**config.mk**
```make
export PLATFORM = sky130hd
export DESIGN_NAME = bin_to_bcd_seq
export DESIGN_NICKNAME = d
export VERILOG_FILES = /design/src/rtl/bin_to_bcd_seq.sv
export SDC_FILE = /design/constraint.sdc
export NUM_CORES = 1
export LEC_CHECK = 0
export BUFFER_PORTS_ARGS = -buffer_cell sky130_fd_sc_hd__buf_2
export CAP_MARGIN = 20
export CORE_ASPECT_RATIO = 0.75
export CORE_MARGIN = 8
export CORE_UTILIZATION = 40
export CTS_CLUSTER_DIAMETER = 80
export DETAILED_ROUTE_END_ITERATION = 8
export PLACE_DENSITY = 0.67
export SLEW_MARGIN = 20
export SYNTH_ARGS = -nofsm -noshare
export SYNTH_HDL_FRONTEND = slang
export SYNTH_SLANG_ARGS = --single-unit
```
**constraint.sdc**
```tcl
create_clock -name clk -period 2.2 [get_ports clk]
set_input_delay 0.22 -clock clk [delete_from_list [all_inputs] [get_ports clk]]
set_output_delay 0.22 -clock clk [all_outputs]
set_load 0.02 [all_outputs]
```
**src/rtl/bin_to_bcd_seq.sv**
```systemverilog
// Sequential binary-to-BCD converter (shift-and-add-3), one input bit per clock.
// Start/done handshake; bcd_out/overflow hold the last completed result.
module bin_to_bcd_seq #(
    parameter int BIN_W  = 8,
    parameter int DIGITS = 3
) (
    input  logic                  clk,
    input  logic                  rst,
    input  logic                  start,
    input  logic [BIN_W-1:0]      bin_in,
    output logic                  busy,
    output logic                  done,
    output logic [4*DIGITS-1:0]   bcd_out,
    output logic                  overflow
);

    localparam int CW = $clog2(BIN_W + 1);
    localparam int SW = 4 * DIGITS;

    typedef enum logic {
        IDLE,
        SHIFT
    } state_t;

    state_t          state_q, state_d;
    logic [BIN_W-1:0] bin_q, bin_d;
    logic [SW-1:0]   scr_q, scr_d;
    logic [SW-1:0]   corr;
    logic            ovf_q, ovf_d;
    logic [CW-1:0]   cnt_q, cnt_d;
    logic            done_q, done_d;
    logic [SW-1:0]   bcd_q, bcd_d;
    logic            ovf_out_q, ovf_out_d;

    always_ff @(posedge clk or posedge rst) begin
        if (rst) begin
            state_q   <= IDLE;
            bin_q     <= '0;
            scr_q     <= '0;
            ovf_q     <= 1'b0;
            cnt_q     <= '0;
            done_q    <= 1'b0;
            bcd_q     <= '0;
            ovf_out_q <= 1'b0;
        end else begin
            state_q   <= state_d;
            bin_q     <= bin_d;
            scr_q     <= scr_d;
            ovf_q     <= ovf_d;
            cnt_q     <= cnt_d;
            done_q    <= done_d;
            bcd_q     <= bcd_d;
            ovf_out_q <= ovf_out_d;
        end
    end

    always_comb begin
        state_d   = state_q;
        bin_d     = bin_q;
        scr_d     = scr_q;
        ovf_d     = ovf_q;
        cnt_d     = cnt_q;
        done_d    = 1'b0;
        bcd_d     = bcd_q;
        ovf_out_d = ovf_out_q;

        // All digits are corrected from their pre-correction values in parallel.
        corr = scr_q;
        for (int unsigned k = 0; k < DIGITS; k++) begin
            if (scr_q[4*k +: 4] >= 4'd5)
                corr[4*k +: 4] = scr_q[4*k +: 4] + 4'd3;
        end

        case (state_q)
            IDLE: begin
                if (start) begin
                    bin_d   = bin_in;
                    scr_d   = '0;
                    ovf_d   = 1'b0;
                    cnt_d   = CW'(BIN_W);
                    state_d = SHIFT;
                end
            end
            SHIFT: begin
                scr_d = {corr[SW-2:0], bin_q[BIN_W-1]};
                ovf_d = ovf_q | corr[SW-1];
                bin_d = bin_q << 1;
                cnt_d = cnt_q - CW'(1);
                if (cnt_q == CW'(1)) begin
                    bcd_d     = scr_d;
                    ovf_out_d = ovf_d;
                    done_d    = 1'b1;
                    state_d   = IDLE;
                end
            end
            default: state_d = IDLE;
        endcase
    end

    assign busy     = (state_q == SHIFT);
    assign done     = done_q;
    assign bcd_out  = bcd_q;
    assign overflow = ovf_out_q;

endmodule
```
# Word level (Yosys, flattened, before mapping)
# Cells that the tools add are included.
# word_totals
word_cells,36
ff_bits,40
output_inout_bits,15
input_bits,11
# classes
n_mux,16
n_lt_le_gt_ge,3
eq_ne,2
add_sub_neg,4
bitwise_logic,2
n_reduce_logical,1
# op_table
cell,n
12-bit one-hot mux with 2 select lines,1
4-bit 2-to-1 mux,4
8-bit one-hot mux with 2 select lines,1
"4-bit by 2-bit adder with 4-bit output, second input constant",3
"4-bit by 3-bit >= comparator with 1-bit output, second input constant",3
12-bit 2-to-1 mux,1
8-bit 2-to-1 mux,1
4-bit one-hot mux with 2 select lines,1
1-bit 2-to-1 mux,5
"4-bit by 1-bit equality test with 1-bit output, second input constant",1
1-bit one-hot mux with 2 select lines,2
"4-bit by 1-bit subtractor with 4-bit output, second input constant",1
"2-bit inequality test, second input constant",1
2-bit AND reduction,1
1-bit inverter,1
1-bit bitwise OR,1

# Depth between registers and ports, before layout
# Gate-level depths: netlist (run 1).
# logic_depth
ltp_word,4
mapped_depth,6
mapped_depth_nobuf,6

# Worst setup path before layout (run 1)
# No wires, ideal clock.
# synth_path
kind,register -> register
startpoint,"reg state_q, in the netlist busy"
endpoint,"reg bcd_q[10], in the netlist bcd_out[10]"
path_stages_with_launch,6
period_less_slack_ps,1714
path_slack_ps,486
required_time_ps,2075
n_path_buf,1
setup_ps,125
arrival_time_ps,1590
cell_sequence,dfrtp_1 -> buf_6 -> inv_4 -> or4b_4 -> clkinv_4 -> mux2_2
# synth_between
elab_chain_len,1
# synth_lines
element,line_no,source
from (decl),25,"state_t state_q, state_d;"
from (signal assigned),46,state_q <= state_d;
2-bit AND reduction (no line),n/a,
to (signal assigned),43,bcd_q <= '0;
to (signal assigned),52,bcd_q <= bcd_d;
to (decl),32,"logic [SW-1:0] bcd_q, bcd_d;"
# No other way between the ends.
# A chain may end at the register's enable or synchronous reset.

# Worst setup path after layout (run 1)
# layout_path
startpoint,reg cnt_q[1]
endpoint,"reg bcd_q[10], in the netlist bcd_out[10]"
# layout_between
elab_chain_len,2
# layout_lines
element,line_no,source
from (decl),30,"logic [CW-1:0] cnt_q, cnt_d;"
from (signal assigned),50,cnt_q <= cnt_d;
4-bit by 1-bit equality test with 1-bit output,89,if (cnt_q == CW'(1)) begin
2-bit AND reduction (no line),n/a,
# No other way between the ends.

==> results of run 1 <==
state kept, by name (all words and copies together), names as in the netlist:
register and flops:
busy 1, ovf_q 1, done 1, overflow 1
scr_q 12, bcd_out 12, bin_q 8, cnt_q 4
where the power goes:
part / switching (uW) / leakage, uW / internal [uW]
Clock: 249 / 0.0000552 / 337
Combinational: 834 / 0.000487 / 616
Sequential: 220 / 0.000502 / 1040
Total: 1300 / 0.00104 / 2000
per-layer routing:
layer / up-vias / share of wire (%) / GRT usage, %
met5: - / 0 / 0
met4: 0 / 1.5 / 4.75
met3: 5 / 5.5 / 3.25
met2: 25 / 45 / 15.1
met1: 641 / 48 / 14.0
li1: 695 / - / -
cells by family after synthesis:
kind of cell | count (synthesis)
buffers and inverters | 21
adder cells (fa/ha/maj) | 8
flip-flops | 40
multiplexers | 13
AO/OA/AOI/OAI | 48
XOR/XNOR | 4
AND/OR/NAND/NOR | 52
layout make-up:
type | count | share of cell area, %
timing repair buffer | 28 | 6.72
sequential | 40 | 45.6
clock inverter | 2 | 1.59
inverter | 12 | 2.39
multi-input combinational | 125 | 37.0
clock buffer | 6 | 3.30
tap | 60 | 3.42
worst paths after layout:
path | startpoint | end | slack [ps]
max in group asynchronous | rst | scr_q[0] | 1810
min in group clk | bin_in[0] | bin_q[0] | 180
hold reg to reg | bcd_out[6] | bcd_out[6] | 480
setup / recovery | cnt_q[1] | bcd_out[10] | 400
hold / removal | rst | bcd_out[6] | 30
setup reg to reg | cnt_q[1] | bcd_out[10] | 400
worst max-delay path, cell delays in order (launching register included):
cell and delay [ps]:
dfrtp_1 390, inv_1 80, ha_1 130, or4b_4 630, clkinv_4 130, mux2_2 330
metrics by stage:
step | worst slack (ps) | power, uW | area, um2 | hold slack [ps] | util (%)
after global routing | 324 | 3610 | 2200 | 85.0 | 46.1
after floorplan | 486 | 2410 | 1920 | 373 | -
after detailed placement | 399 | 2750 | 2090 | 373 | 43.9
after global placement | 434 | 2710 | 2090 | 368 | 43.9
final | 405 | 3300 | 2200 | 33.2 | 46.1
after CTS | 388 | 3350 | 2200 | 56.9 | 46.1
cells in the final DEF, fill, tap and decap left out:
cell type / instances
a21o_1: 1
xnor2_1: 4
clkinv_4: 1
nand3_1: 2
or4b_4: 1
mux2i_1: 9
a22o_1: 1
a21oi_1: 11
nand2_1: 31
inv_4: 1
nand2b_1: 3
o22ai_1: 9
nor3b_1: 6
ha_1: 8
clkinv_2: 1
dfrtp_1: 40
nor3_1: 2
buf_2: 25
o21ai_0: 14
bufinv_16: 1
clkbuf_8: 5
o22a_1: 1
or3_1: 1
mux2_2: 4
clkbuf_1: 1
o21ai_1: 1
buf_4: 3
a31o_2: 1
nor2_2: 1
inv_1: 10
o21ai_2: 8
nor2_1: 5
o31ai_1: 1
synth_stat cells, drive strengths merged:
| library cell | number | area share (%) |
|---|---|---|
| o21ai | 23 | 7.5 |
| nand2b | 3 | 0.98 |
| mux2i | 9 | 4.7 |
| mux2 | 4 | 2.3 |
| clkbuf | 5 | 0.98 |
| a21o | 1 | 0.39 |
| ha | 8 | 5.2 |
| inv | 11 | 2.3 |
| o22a | 1 | 0.46 |
| xnor2 | 4 | 1.8 |
| or4b | 1 | 0.72 |
| nor3b | 6 | 2.3 |
| nor2 | 6 | 1.3 |
| buf | 4 | 2.0 |
| o22ai | 9 | 2.9 |
| nand2 | 31 | 6.0 |
| o31ai | 1 | 0.39 |
| nand3 | 2 | 0.52 |
| a31o | 1 | 0.46 |
| dfrtp | 40 | 52 |
| nor3 | 2 | 0.52 |
| a21oi | 11 | 2.9 |
| or3 | 1 | 0.33 |
| a22o | 1 | 0.46 |
| clkinv | 1 | 0.46 |
==> metrics.txt, run 1 <==
Die Area=0.00731 mm2; CTS max path bufs=2; CTS Hold Bufs=0; largest family of logic cells by synthesized area=compound AO/OA/AOI/OAI gates; htree depth=2; DR WL/cell=12.9 um; Yosys reg bits=40; placed wire-length estimate=2410 um; Yosys warnings=0; critical path class=flop to flop; status=completed; Post-Syn Instances=186; non-filler cells, final=273; Post-Synth XOR/XNOR Area=1.82%; WL final=3510 um; crit path capture type=flop; Critical Path AT=1970 ps; max-slew violations=0; NumNets Final=231; largest net degree at the start of global routing=41; Peak Freq=557 MHz; cell count after placement=265; first-pass GRT wire length=6220 um; syn nets=205; vias in the first global route=1364; Worst R2R Path Depth=5; Worst EP required=2380 ps; layout cell share with drive strength beyond 1=24.4%; final hold vios=0; synthesized cell area=0.00192 mm2; RSZ-0062 raised after global routing=false; post-route ant nets=0; CP Launch Type=flop; Post-Synth Adder-Cell Area=5.20%; Chip Height=76.1 um; Post-Synth Simple-Gate Area=12.7%; # IOs=26; Iter 0 DRT Violations=45; Worst-path clk slew=80 ps; relative slew slack=66.6%; worst vdd ir=664 uV; IO buf count=25; period utilization=81.6%; setup repair bufs after CTS=0; core box area=0.00476 mm2; Clock Sinks=40; max-cap violations=0; CTS tree=yes; total grt overflow=0; DRC=0; compound-cell area share of the yosys netlist=15.5%; post-CTS sizing=0; TritonCTS buffer count=5; register area share after synthesis=52.0%; Via density=5.00; GP Congestion=0.743; Tightest Pin Transition=501 ps; register area=0.00100 mm2; Skew-Pair Late Insertion Delay=290 ps; Tightest Hold Check Type=input pin to async pin; Die Span X=96.1 um; final critical-path required period=1800 ps; Max Clock Skew=5.01 ps; setup TNS=0 ps; worst-path fanout max=21; Power Dens Cells=1500 mW/mm2; initial antenna violation count=0; clk root buf=clkbuf_8; Detailed Routing Iterations Pass 1=4; Area growth syn-to-layout=14.2%; Overall Global Routing Usage=10.5%; mean post-synth cell area=10.3 um2; DR vias=1366; n_diodes=0; Starting Density=40.4%; endpoints failing setup=0; row count=22; Multi-input gate area=813 um2; post-synthesis mux area share=7.02%; Filler cells=451; Netlist cell types=30; LEAKAGE=0.00104 uW
No activity file was read; power rests on OpenSTA's default activity.
==> inputs of run 2 (changes only) <==
- ABC_AREA: unset -> 1
- clock period: 2.2 -> 1.7 ns (I/O delays scaled with it)
==> run 2 against run 1 <==
The flow now finishes with violations (negative hold slack). Setup slack worse by 140 ps. Final area is 0.91% higher. Non-clock buffer count grew 3. Worst hold slack got worse by 55 ps. Register-to-register slack lost 140 ps. Clock skew is 3.7 ps higher. Sequential power is 37% higher. First-iteration DRC count up 51%. Combinational power rose by 37%. Critical path depth up 3. Synthesized cell count rose by 21%. Largest cell class unchanged.
==> metrics.txt, run 2 <==
Yosys top cell area share=53.0% (+1.0 points); Synth area leaders=dfrtp_1, nand2_1, nand3_1; final setup margin=269 ps (-135 ps); Final Power=4550 uW (+38%); htree depth=2 (unchanged); Worst-path clk slew=80 ps (about the same); Iter 0 DRT Violations=68 (+51%); Peak Freq=699 MHz (+26%); core box area=0.00449 mm2 (-5.6%); TritonCTS buffer count=5 (unchanged); period utilization=84.1% (+2.5 points); post-route ant nets=0 (unchanged); final critical-path required period=1430 ps (-365 ps); Overall Global Routing Usage=12.4% (+1.9 points); DRC=0 (unchanged); CTS tree=yes; Critical Path AT=1670 ps (-300 ps); # IOs=26 (unchanged); Die Area=0.00720 mm2 (-1.5%); Power Dens Cells=2050 mW/mm2 (+37%); register area=0.00100 mm2 (unchanged); CTS max path bufs=2 (unchanged); crit path capture type=flop; CP Launch Type=flop; Slowest cell on crit path=dfrtp_1; placed wire-length estimate=2820 um (+17%); setup repair bufs after CTS=0 (unchanged); fraction of registers with async set/reset=100% (unchanged); DR WL/cell=12.8 um (-0.72%); Top delay family on crit path=flip-flops; worst-path fanout max=5 (-76%); row count=21 (-4.5%); largest net degree at the start of global routing=41 (unchanged); Netlist cell types=21 (-30%); Yosys reg bits=40 (unchanged); layout cell share with drive strength beyond 1=17.8% (-6.7 points); Synth area leader=dfrtp_1; LEAKAGE=0.00119 uW (+14%); DP Worst Slack=199 ps (-200 ps); Die Span X=95.3 um (-0.79%); commonest non-fill, non-tap cell in the layout=nand2_1; Hold WS=-21.6 ps (-54.8 ps); CTS Hold Bufs=0 (unchanged); Post-Synth Simple-Gate Area=27.3% (+15 points); total grt overflow=0 (unchanged); Detailed Routing Iterations Pass 1=4 (unchanged); Filler cells=427 (-5.3%); RSZ-0062 raised after global routing=false; Post-synth EDFFs=0 (unchanged); Area growth syn-to-layout=17.4%; critical path class=flop to flop; compound-cell area share of the yosys netlist=7.95% (-7.5 points); endpoints failing setup=0 (unchanged); Post-Synth XOR/XNOR Area=0% (-1.8 points); initial antenna violation count=0 (unchanged); largest family of logic cells by synthesized area=simple AND/OR/NAND/NOR gates; post-CTS sizing=0 (unchanged); status=finished with violations; mean post-synth cell area=8.39 um2 (-19%); Yosys warnings=0 (unchanged); Clock Sinks=40 (unchanged); relative slew slack=67.1% (+0.45 points); IO buf count=25 (unchanged); register area share after synthesis=53.0% (+1.0 points); Starting Density=42.0% (+1.6 points); final hold vios=35 (+35); Main synth FF type=dfrtp_1; CP max stage delay=430 ps (-200 ps); Worst EP required=1940 ps (-440 ps); clk root buf=clkbuf_8; syn nets=244 (+19%); Post-Syn Instances=225 (+21%); NumNets Final=277 (+20%); max-slew violations=0 (unchanged); first-pass GRT wire length=6990 um (+12%); GP Congestion=0.824 (+11%); Tightest Pin Transition=494 ps (-6.73 ps); Skew-Pair Late Insertion Delay=290 ps (about the same); synthesized cell area=0.00189 mm2 (-1.9%); setup TNS=0 ps (unchanged); most frequent cells in the layout=nand2_1, dfrtp_1, nand3_1, buf_2, inv_1; Via density=4.86 (-2.8%); Commonest cells post-synth=nand2_1, dfrtp_1, nand3_1, inv_1, o21ai_0; post-synthesis mux area share=0% (-7.0 points); most frequent cell after synthesis=nand2_1; n_diodes=0 (unchanged); worst-path cell chain=inv_1 -> ha_1 -> inv_1 -> o21ai_1 -> nand2_1 -> nand2_1 -> nand3_1 -> nand2_1; Multi-input gate area=766 um2 (-5.8%); Tightest Hold Check Type=input pin to async pin; DR vias=1537 (+13%); worst path bufs/invs=2 (unchanged); vias in the first global route=1496 (+9.7%); Post-Synth Adder-Cell Area=5.30% (+0.10 points); violated checks=negative hold slack; WL final=4040 um (+15%); max-cap violations=0 (unchanged); Chip Height=75.5 um (-0.75%); most frequent CP cell=nand2_1; Max Clock Skew=8.74 ps (+3.73 ps); worst vdd ir=790 uV (+19%)
[run 2: changes by cell type in the layout (fill, tap and decap cells not counted), moves of 4 or more]
cell     previous run  this run
nand2_1            31        87
nand3_1             2        29
a21oi_1            11         1
mux2i_1             9         0
inv_1              10        18
o21ai_2             8         1
nor3b_1             6         0
inv_2               0         4
mux2_2              4         0
o21ai_0            14        10
o22ai_1             9         5
xnor2_1             4         0
[run 2: worst register-to-register path, cell delays in order (launching register included)]
cell and delay, ps:
dfrtp_1 430, inv_1 110, ha_1 180, inv_1 60
o21ai_1 200, nand2_1 150, nand2_1 100, nand3_1 80
nand2_1 70
[run 2: metal layers]
| metal | up-vias | global-route usage, % | share of wire [%] |
|---|---|---|---|
| met3 | 7 | 3.44 | 3.8 |
| met5 | - | 0 | 0 |
| met4 | 0 | 4.66 | 1.2 |
| met2 | 19 | 18.3 | 44 |
| li1 | 791 | - | - |
| met1 | 720 | 17.0 | 51 |
[run 2: cell type report]
| cell class | instances | area share [%] |
|---|---|---|
| clock buffer | 7 | 4.35 |
| clock inverter | 1 | 1.35 |
| inverter | 22 | 3.72 |
| multi-input combinational | 158 | 34.5 |
| sequential | 40 | 45.1 |
| tap | 57 | 3.22 |
| timing repair buffer | 31 | 7.67 |
[run 2: kinds of logic after synthesis]
kind of cell               count (synthesis)
adders and majority gates                  8
DFF                                       40
and+or+nand+nor                          125
buffers and inverters                     27
AOI/OAI and AO/OA                         25
[run 2: path summary, 6_finish.rpt]
check	depth (start not counted)	to	start	slack, ps
worst max-delay path	8	bcd_out[2]	scr_q[0]	270
worst min-delay path	3	scr_q[9]	rst	-20
worst max register to register	8	bcd_out[2]	scr_q[0]	270
worst min register to register	2	bcd_out[9]	bcd_out[9]	480
max in group asynchronous	3	busy	rst	1370
min in group clk	3	bin_q[1]	bin_in[1]	80
[run 2: report_power, final]
part	leakage (uW)	total, uW	switching, uW	internal [uW]
registers	0.000499	1730	343	1390
logic	0.000627	1980	1270	710
clock network	0.0000645	837	320	518
[run 2: metrics by stage]
step / util, % / instance area (um2) / std cells
2_1_floorplan: - / 1890 / 225
3_3_place_gp: 46.5 / 2090 / 308
4_1_cts: 49.3 / 2220 / 316
6_report: 49.3 / 2220 / 316
5_1_grt: 49.3 / 2220 / 316
3_5_place_dp: 46.5 / 2090 / 308
